`config.mk`:
```
export PLATFORM = sky130hd
export DESIGN_NAME = debug_scan_master
export DESIGN_NICKNAME = d
export VERILOG_FILES = /design/src/rtl/debug_scan_master.sv
export SDC_FILE = /design/constraint.sdc
export NUM_CORES = 1
export LEC_CHECK = 0
export CAP_MARGIN = 10
export CORE_UTILIZATION = 46
export DETAILED_ROUTE_END_ITERATION = 16
export PLACE_DENSITY = 0.84
export SLEW_MARGIN = 10
export SYNTH_ARGS = -nofsm -noshare
export SYNTH_HDL_FRONTEND = slang
export SYNTH_SLANG_ARGS = --single-unit
```
`constraint.sdc`:
```
create_clock -name i_clk -period 3 [get_ports i_clk]
set_clock_uncertainty 0.2 [all_clocks]
set_input_delay 0.6 -clock i_clk [delete_from_list [all_inputs] [get_ports i_clk]]
set_output_delay 0.6 -clock i_clk [all_outputs]
set_load 0.05 [all_outputs]
```
`src/rtl/debug_scan_master.sv`:
```
// rtl/debug_scan_master.sv - debug-port scan initiator: sweeps core debug addresses and streams {addr,data}
// Optional feature macro: DEBUG_SCAN_AUTORUN_EN (adds i_auto_run for continuous step+scan sessions).
module debug_scan_master #(
    parameter int ADDR_W     = 7,
    parameter int DATA_W     = 32,
    parameter int NUM_REGS   = 128,
    parameter int SETTLE_CYC = 2
) (
    input  logic              i_clk,
    input  logic              i_rst,
    input  logic              i_start,
    input  logic              i_step_req,
`ifdef DEBUG_SCAN_AUTORUN_EN
    input  logic              i_auto_run,
`endif
    output logic              o_debug_en,
    output logic              o_debug_step,
    output logic [ADDR_W-1:0] o_debug_addr,
    input  logic [DATA_W-1:0] i_debug_data,
    output logic              o_out_valid,
    input  logic              i_out_ready,
    output logic [ADDR_W-1:0] o_out_addr,
    output logic [DATA_W-1:0] o_out_data,
    output logic              o_busy,
    output logic              o_done
);

    localparam logic [2:0] S_IDLE   = 3'd0;
    localparam logic [2:0] S_STEP   = 3'd1;
    localparam logic [2:0] S_SETTLE = 3'd2;
    localparam logic [2:0] S_EMIT   = 3'd3;
    localparam logic [2:0] S_DONE   = 3'd4;

    localparam int              CNT_W     = $clog2(SETTLE_CYC + 1);
    localparam logic [CNT_W-1:0] LAST_CNT  = CNT_W'(SETTLE_CYC - 1);
    localparam logic [ADDR_W-1:0] LAST_ADDR = ADDR_W'(NUM_REGS - 1);

    logic [2:0]        r_state;
    logic              r_en;
    logic [ADDR_W-1:0] r_addr;
    logic [CNT_W-1:0]  r_cnt;
    logic [ADDR_W-1:0] r_out_addr;
    logic [DATA_W-1:0] r_out_data;
    logic              w_auto_run;

`ifdef DEBUG_SCAN_AUTORUN_EN
    assign w_auto_run = i_auto_run;
`else
    assign w_auto_run = 1'b0;
`endif

    always_ff @(posedge i_clk or posedge i_rst) begin
        if (i_rst) begin
            r_state    <= S_IDLE;
            r_en       <= 1'b0;
            r_addr     <= '0;
            r_cnt      <= '0;
            r_out_addr <= '0;
            r_out_data <= '0;
        end else begin
            case (r_state)
                S_IDLE: begin
                    if (i_start) begin
                        r_en    <= 1'b1;
                        r_addr  <= '0;
                        r_cnt   <= '0;
                        r_state <= i_step_req ? S_STEP : S_SETTLE;
                    end
                end
                S_STEP: r_state <= S_SETTLE;
                S_SETTLE: begin
                    // debug_data is combinational from debug_addr; sample only after it settles
                    if (r_cnt == LAST_CNT) begin
                        r_cnt      <= '0;
                        r_out_data <= i_debug_data;
                        r_out_addr <= r_addr;
                        r_state    <= S_EMIT;
                    end else begin
                        r_cnt <= r_cnt + CNT_W'(1);
                    end
                end
                S_EMIT: begin
                    if (i_out_ready) begin
                        if (r_addr == LAST_ADDR) begin
                            r_state <= S_DONE;
                        end else begin
                            r_addr  <= r_addr + ADDR_W'(1);
                            r_state <= S_SETTLE;
                        end
                    end
                end
                S_DONE: begin
                    r_addr <= '0;
                    if (w_auto_run) begin
                        r_state <= S_STEP;
                    end else begin
                        r_en    <= 1'b0;
                        r_state <= S_IDLE;
                    end
                end
                default: begin
                    r_en    <= 1'b0;
                    r_state <= S_IDLE;
                end
            endcase
        end
    end

    assign o_debug_en   = r_en;
    assign o_debug_step = (r_state == S_STEP);
    assign o_debug_addr = r_addr;
    assign o_out_valid  = (r_state == S_EMIT);
    assign o_out_addr   = r_out_addr;
    assign o_out_data   = r_out_data;
    assign o_busy       = (r_state != S_IDLE);
    assign o_done       = (r_state == S_DONE);

endmodule

```
==> flow_summary.rst, run 1 <==
.. list-table::
   :header-rows: 1

   * - Metric
     - Value
   * - Combinational share of power
     - 58.6%
   * - Post-CTS Setup Bufs
     - 0
   * - Die boundary width
     - 71.1 um
   * - Synth-to-Final Area Change
     - 47.8%
   * - Worst setup EP type
     - primary output
   * - Worst min-delay path category
     - flop to flop
   * - CTS H-tree lvls
     - 2
   * - Number of sinks handled by clock tree synthesis
     - 52
   * - Number of standard-cell rows in the floorplan
     - 24
   * - Fill cell total of the finished layout
     - 322
   * - Largest stage delay on the critical path
     - 710 ps
   * - Die height
     - 71.1 um
   * - Number of port buffers
     - 87
   * - Post-DP HPWL
     - 3300 um
   * - Final worst path period share
     - 94.9%
   * - Worst-case clock buffer depth
     - 2
   * - Required time of the critical path
     - 2200 ps
   * - Worst-Skew Late Latency
     - 300 ps
   * - Top cell type's share of synthesized area
     - 59.3%
   * - Starting DRT DRC Count
     - 77
   * - Summed instance area of the synthesized netlist
     - 0.00219 mm2
   * - Hold violation count in the final report
     - 0
   * - Number of max-capacitance violations reported
     - 0
   * - DRC errors left
     - 9
   * - # hold bufs at CTS
     - 0
   * - Pin count of the biggest net entering global routing
     - 24
   * - Max_slew headroom
     - 64.7%
   * - Pleak
     - 1.36 nW
   * - Post-synth cell types
     - 36
   * - Final setup vio count
     - 0
   * - First-pass GRT wire length
     - 7370 um
   * - Number of nets with antenna violations after detailed routing
     - 0
   * - Net switching component of the power
     - 1.90 mW
   * - Area of the placeable core
     - 0.00447 mm2
   * - Placer Congestion
     - 0.806
   * - Max Clk Rate
     - 0.351 GHz
   * - TritonCTS Buffers
     - 5
   * - Share of total power in the clock network
     - 12.4%
   * - Detailed-route vias per instance
     - 5.21
   * - Synth top area cells
     - sky130_fd_sc_hd__dfrtp_1, sky130_fd_sc_hd__mux2_2, sky130_fd_sc_hd__nand3_1
   * - I/O pins
     - 88
   * - Post-cts resize count
     - 0
   * - Violations in the final reports
     - design-rule violations
   * - Total nets after synthesis
     - 201
   * - Post-route minimum period
     - 2850 ps
   * - Critical path startpoint category
     - flop
   * - Cell breakdown of the critical path
     - or3_2 > clkdlybuf4s50_1
   * - Mean area per synthesized cell
     - 13.5 um2
   * - Global routing usage summed across all routing layers
     - 18.9%
   * - Post-synthesis sequential area ratio
     - 59.3%
   * - Cells after synthesis
     - 163
   * - Setup repair after global routing missed its margin
     - false
   * - Register bit total from synthesis
     - 52
   * - Final-layout setup total negative slack
     - 0 ps
   * - Number of global-route vias before repair
     - 1542
   * - Hold slack
     - 302 ps
   * - Run status
     - finished, violations left
   * - Portion of total power attributed to sequential cells
     - 29.0%
   * - Total number of vias
     - 1599
   * - Final routed wirelength across all metal layers
     - 4450 um
   * - Total number of yosys warnings
     - 0
   * - Detail-routed net length per standard cell
     - 14.5 um
   * - Worst-Margin Slew
     - 528 ps
   * - Remaining global-route overflow
     - 0
   * - Critical-path maximum fanout
     - 12
   * - Number of antenna diodes
     - 0
   * - Max-slew violation count
     - 0
   * - Net switching fraction of the power
     - 45.8%
   * - Power per cell area
     - 1280 mW/mm2
   * - Effective utilization at floorplan
     - 49.0%
   * - Arrival time worst endpoint
     - 2050 ps
   * - Final Net Count
     - 292
   * - CTS tree
     - done
   * - Internal power of the cells
     - 2.25 mW
   * - Total die area
     - 0.00505 mm2
   * - Worst ir drop on vdd
     - 0.663 mV
   * - Layout cells sized above 1
     - 23.5%
   * - Leading area contributor after synthesis
     - sky130_fd_sc_hd__dfrtp_1
   * - CP max-delay cell
     - sky130_fd_sc_hd__clkdlybuf4s50_1
   * - Register clock-pin slew on the reported worst setup and hold paths
     - 90 ps
   * - Cell at the root of the clock tree
     - sky130_fd_sc_hd__clkbuf_8
   * - Initial antenna violation count
     - 0
   * - Crit Path Class
     - flop to primary output
   * - Total iterations of the first detailed-routing run
     - 11
## worst max-delay path, delay by kind of cell (launching register included)
family	cells	cell delay [ps]
DFF	1	520
and+or+nand+nor	1	520
buffers and inverters	1	710
## per-layer routing
metal	part of all wire (%)	up-vias	GRT usage, %
li1	-	762	-
met1	44	765	24.1
met2	46	66	30.0
met3	8.4	6	6.27
met4	1.3	0	7.11
met5	0	-	0
## through the flow
step | cells | util (%) | setup WS, ps | power, mW | instance area (um2)
final | 307 | 72.5 | 154 | 4.14 | 3240
after global placement | 299 | 69.7 | 493 | 3.62 | 3120
after CTS | 307 | 72.5 | 138 | 4.18 | 3240
after detailed placement | 299 | 69.7 | 487 | 3.66 | 3120
after floorplan | 163 | - | 486 | 2.90 | 2190
after global routing | 307 | 72.5 | 71.9 | 4.33 | 3240
## cells in the mapped netlist, drive strengths merged
cell	n
and3b	1
and2	1
nand3b	2
inv	4
nor3b	1
o21bai	2
nand2	7
a21boi	1
nor3	3
mux2	40
clkbuf	1
nand2b	3
nor2	7
o31ai	2
a31oi	4
buf	7
nand4b	1
a21oi	3
ha	1
a211oi	1
o2bb2ai	1
nand3	6
o21ai	6
or2	1
or3	2
dfrtp	52
o21a	1
a22o	2
## power by group through the flow
| stage | Combinational [mW] | Sequential, mW | Clock, mW |
|---|---|---|---|
| 6_report | 2.43 | 1.20 | 0.513 |
| 5_1_grt | 2.53 | 1.25 | 0.551 |
| 4_1_cts | 2.44 | 1.21 | 0.532 |
| 3_5_place_dp | 2.44 | 1.22 | 0 |
| 3_3_place_gp | 2.42 | 1.20 | 0 |
| 2_1_floorplan | 0.691 | 2.21 | 0 |
## layout by cell type, fill, tap and decap left out, types with 2 or more instances in the layout
master	n
sky130_fd_sc_hd__o31ai_1	2
sky130_fd_sc_hd__a31oi_1	4
sky130_fd_sc_hd__nor2_1	7
sky130_fd_sc_hd__a21oi_1	2
sky130_fd_sc_hd__clkdlybuf4s50_1	87
sky130_fd_sc_hd__mux2_2	39
sky130_fd_sc_hd__nor3_1	2
sky130_fd_sc_hd__nand2b_1	3
sky130_fd_sc_hd__dfrtp_1	52
sky130_fd_sc_hd__nand3b_1	2
sky130_fd_sc_hd__o21ai_0	5
sky130_fd_sc_hd__nand3_1	6
sky130_fd_sc_hd__a22o_1	2
sky130_fd_sc_hd__inv_1	3
sky130_fd_sc_hd__nand2_1	7
sky130_fd_sc_hd__buf_4	5
sky130_fd_sc_hd__clkbuf_8	7
## final cells by class
class	count	area, um2	area share, %
clock buffer	7	96.3	2.97
inverter	4	15.0	0.463
multi-input combinational	99	827	25.5
sequential	52	1300	40.1
clock inverter	1	30.0	0.926
timing repair buffer	92	908	28.0
tap	52	65.1	2.01
## logic make-up (layout without fill, tap and decap cells)
family / Yosys count / count (layout) / share of synthesized area, %
muxes: 40 / 40 / 20.5
adders and majority gates: 1 / 1 / 0.570
DFF: 52 / 52 / 59.3
AOI/OAI and AO/OA: 23 / 23 / 7.47
buffers and inverters: 12 / 104 / 3.31
and+or+nand+nor: 35 / 35 / 8.84
## state kept, by name, summed over array words and instances (netlist names)
register / cells
o_debug_addr: 7
o_debug_en: 1
o_out_addr: 7
o_out_data: 32
r_cnt: 2
r_state: 3
## final timing paths
check	startpoint	endpoint	slack (ps)	cells after the start
min in group asynchronous	i_rst	o_out_data[16]$_DFFE_PP0P_	370	2
worst max-delay path	r_state[0]$_DFFE_PP0P_	o_busy	150	2
worst max register to register	r_state[1]$_DFFE_PP0P_	o_out_data[23]$_DFFE_PP0P_	1080	4
worst min register to register	o_out_data[27]$_DFFE_PP0P_	o_out_data[27]$_DFFE_PP0P_	300	1
worst min-delay path	o_out_data[27]$_DFFE_PP0P_	o_out_data[27]$_DFFE_PP0P_	300	1
max in group asynchronous	i_rst	o_out_data[25]$_DFFE_PP0P_	1650	3
(Power assumes the default switching activity.)
==> inputs of run 2 (changes only) <==
--- a/config.mk
+++ b/config.mk
@@ -5,8 +5,9 @@
 export SDC_FILE = /design/constraint.sdc
 export NUM_CORES = 1
 export LEC_CHECK = 0
-export CAP_MARGIN = 10
+export CAP_MARGIN = 20
 export CORE_UTILIZATION = 46
+export CTS_CLUSTER_DIAMETER = 30
 export DETAILED_ROUTE_END_ITERATION = 16
 export PLACE_DENSITY = 0.84
 export SLEW_MARGIN = 10
==> results of run 2 <==
The final DEF is identical to that of run 1; final timing and power are the same.
==> inputs of run 3 (changes only) <==
--- a/config.mk
+++ b/config.mk
@@ -5,7 +5,7 @@
 export SDC_FILE = /design/constraint.sdc
 export NUM_CORES = 1
 export LEC_CHECK = 0
-export CAP_MARGIN = 20
+export CAP_MARGIN = 0
 export CORE_UTILIZATION = 46
 export CTS_CLUSTER_DIAMETER = 30
 export DETAILED_ROUTE_END_ITERATION = 16
==> results of run 3 <==
The final DEF is identical to that of run 1; final timing and power are the same.
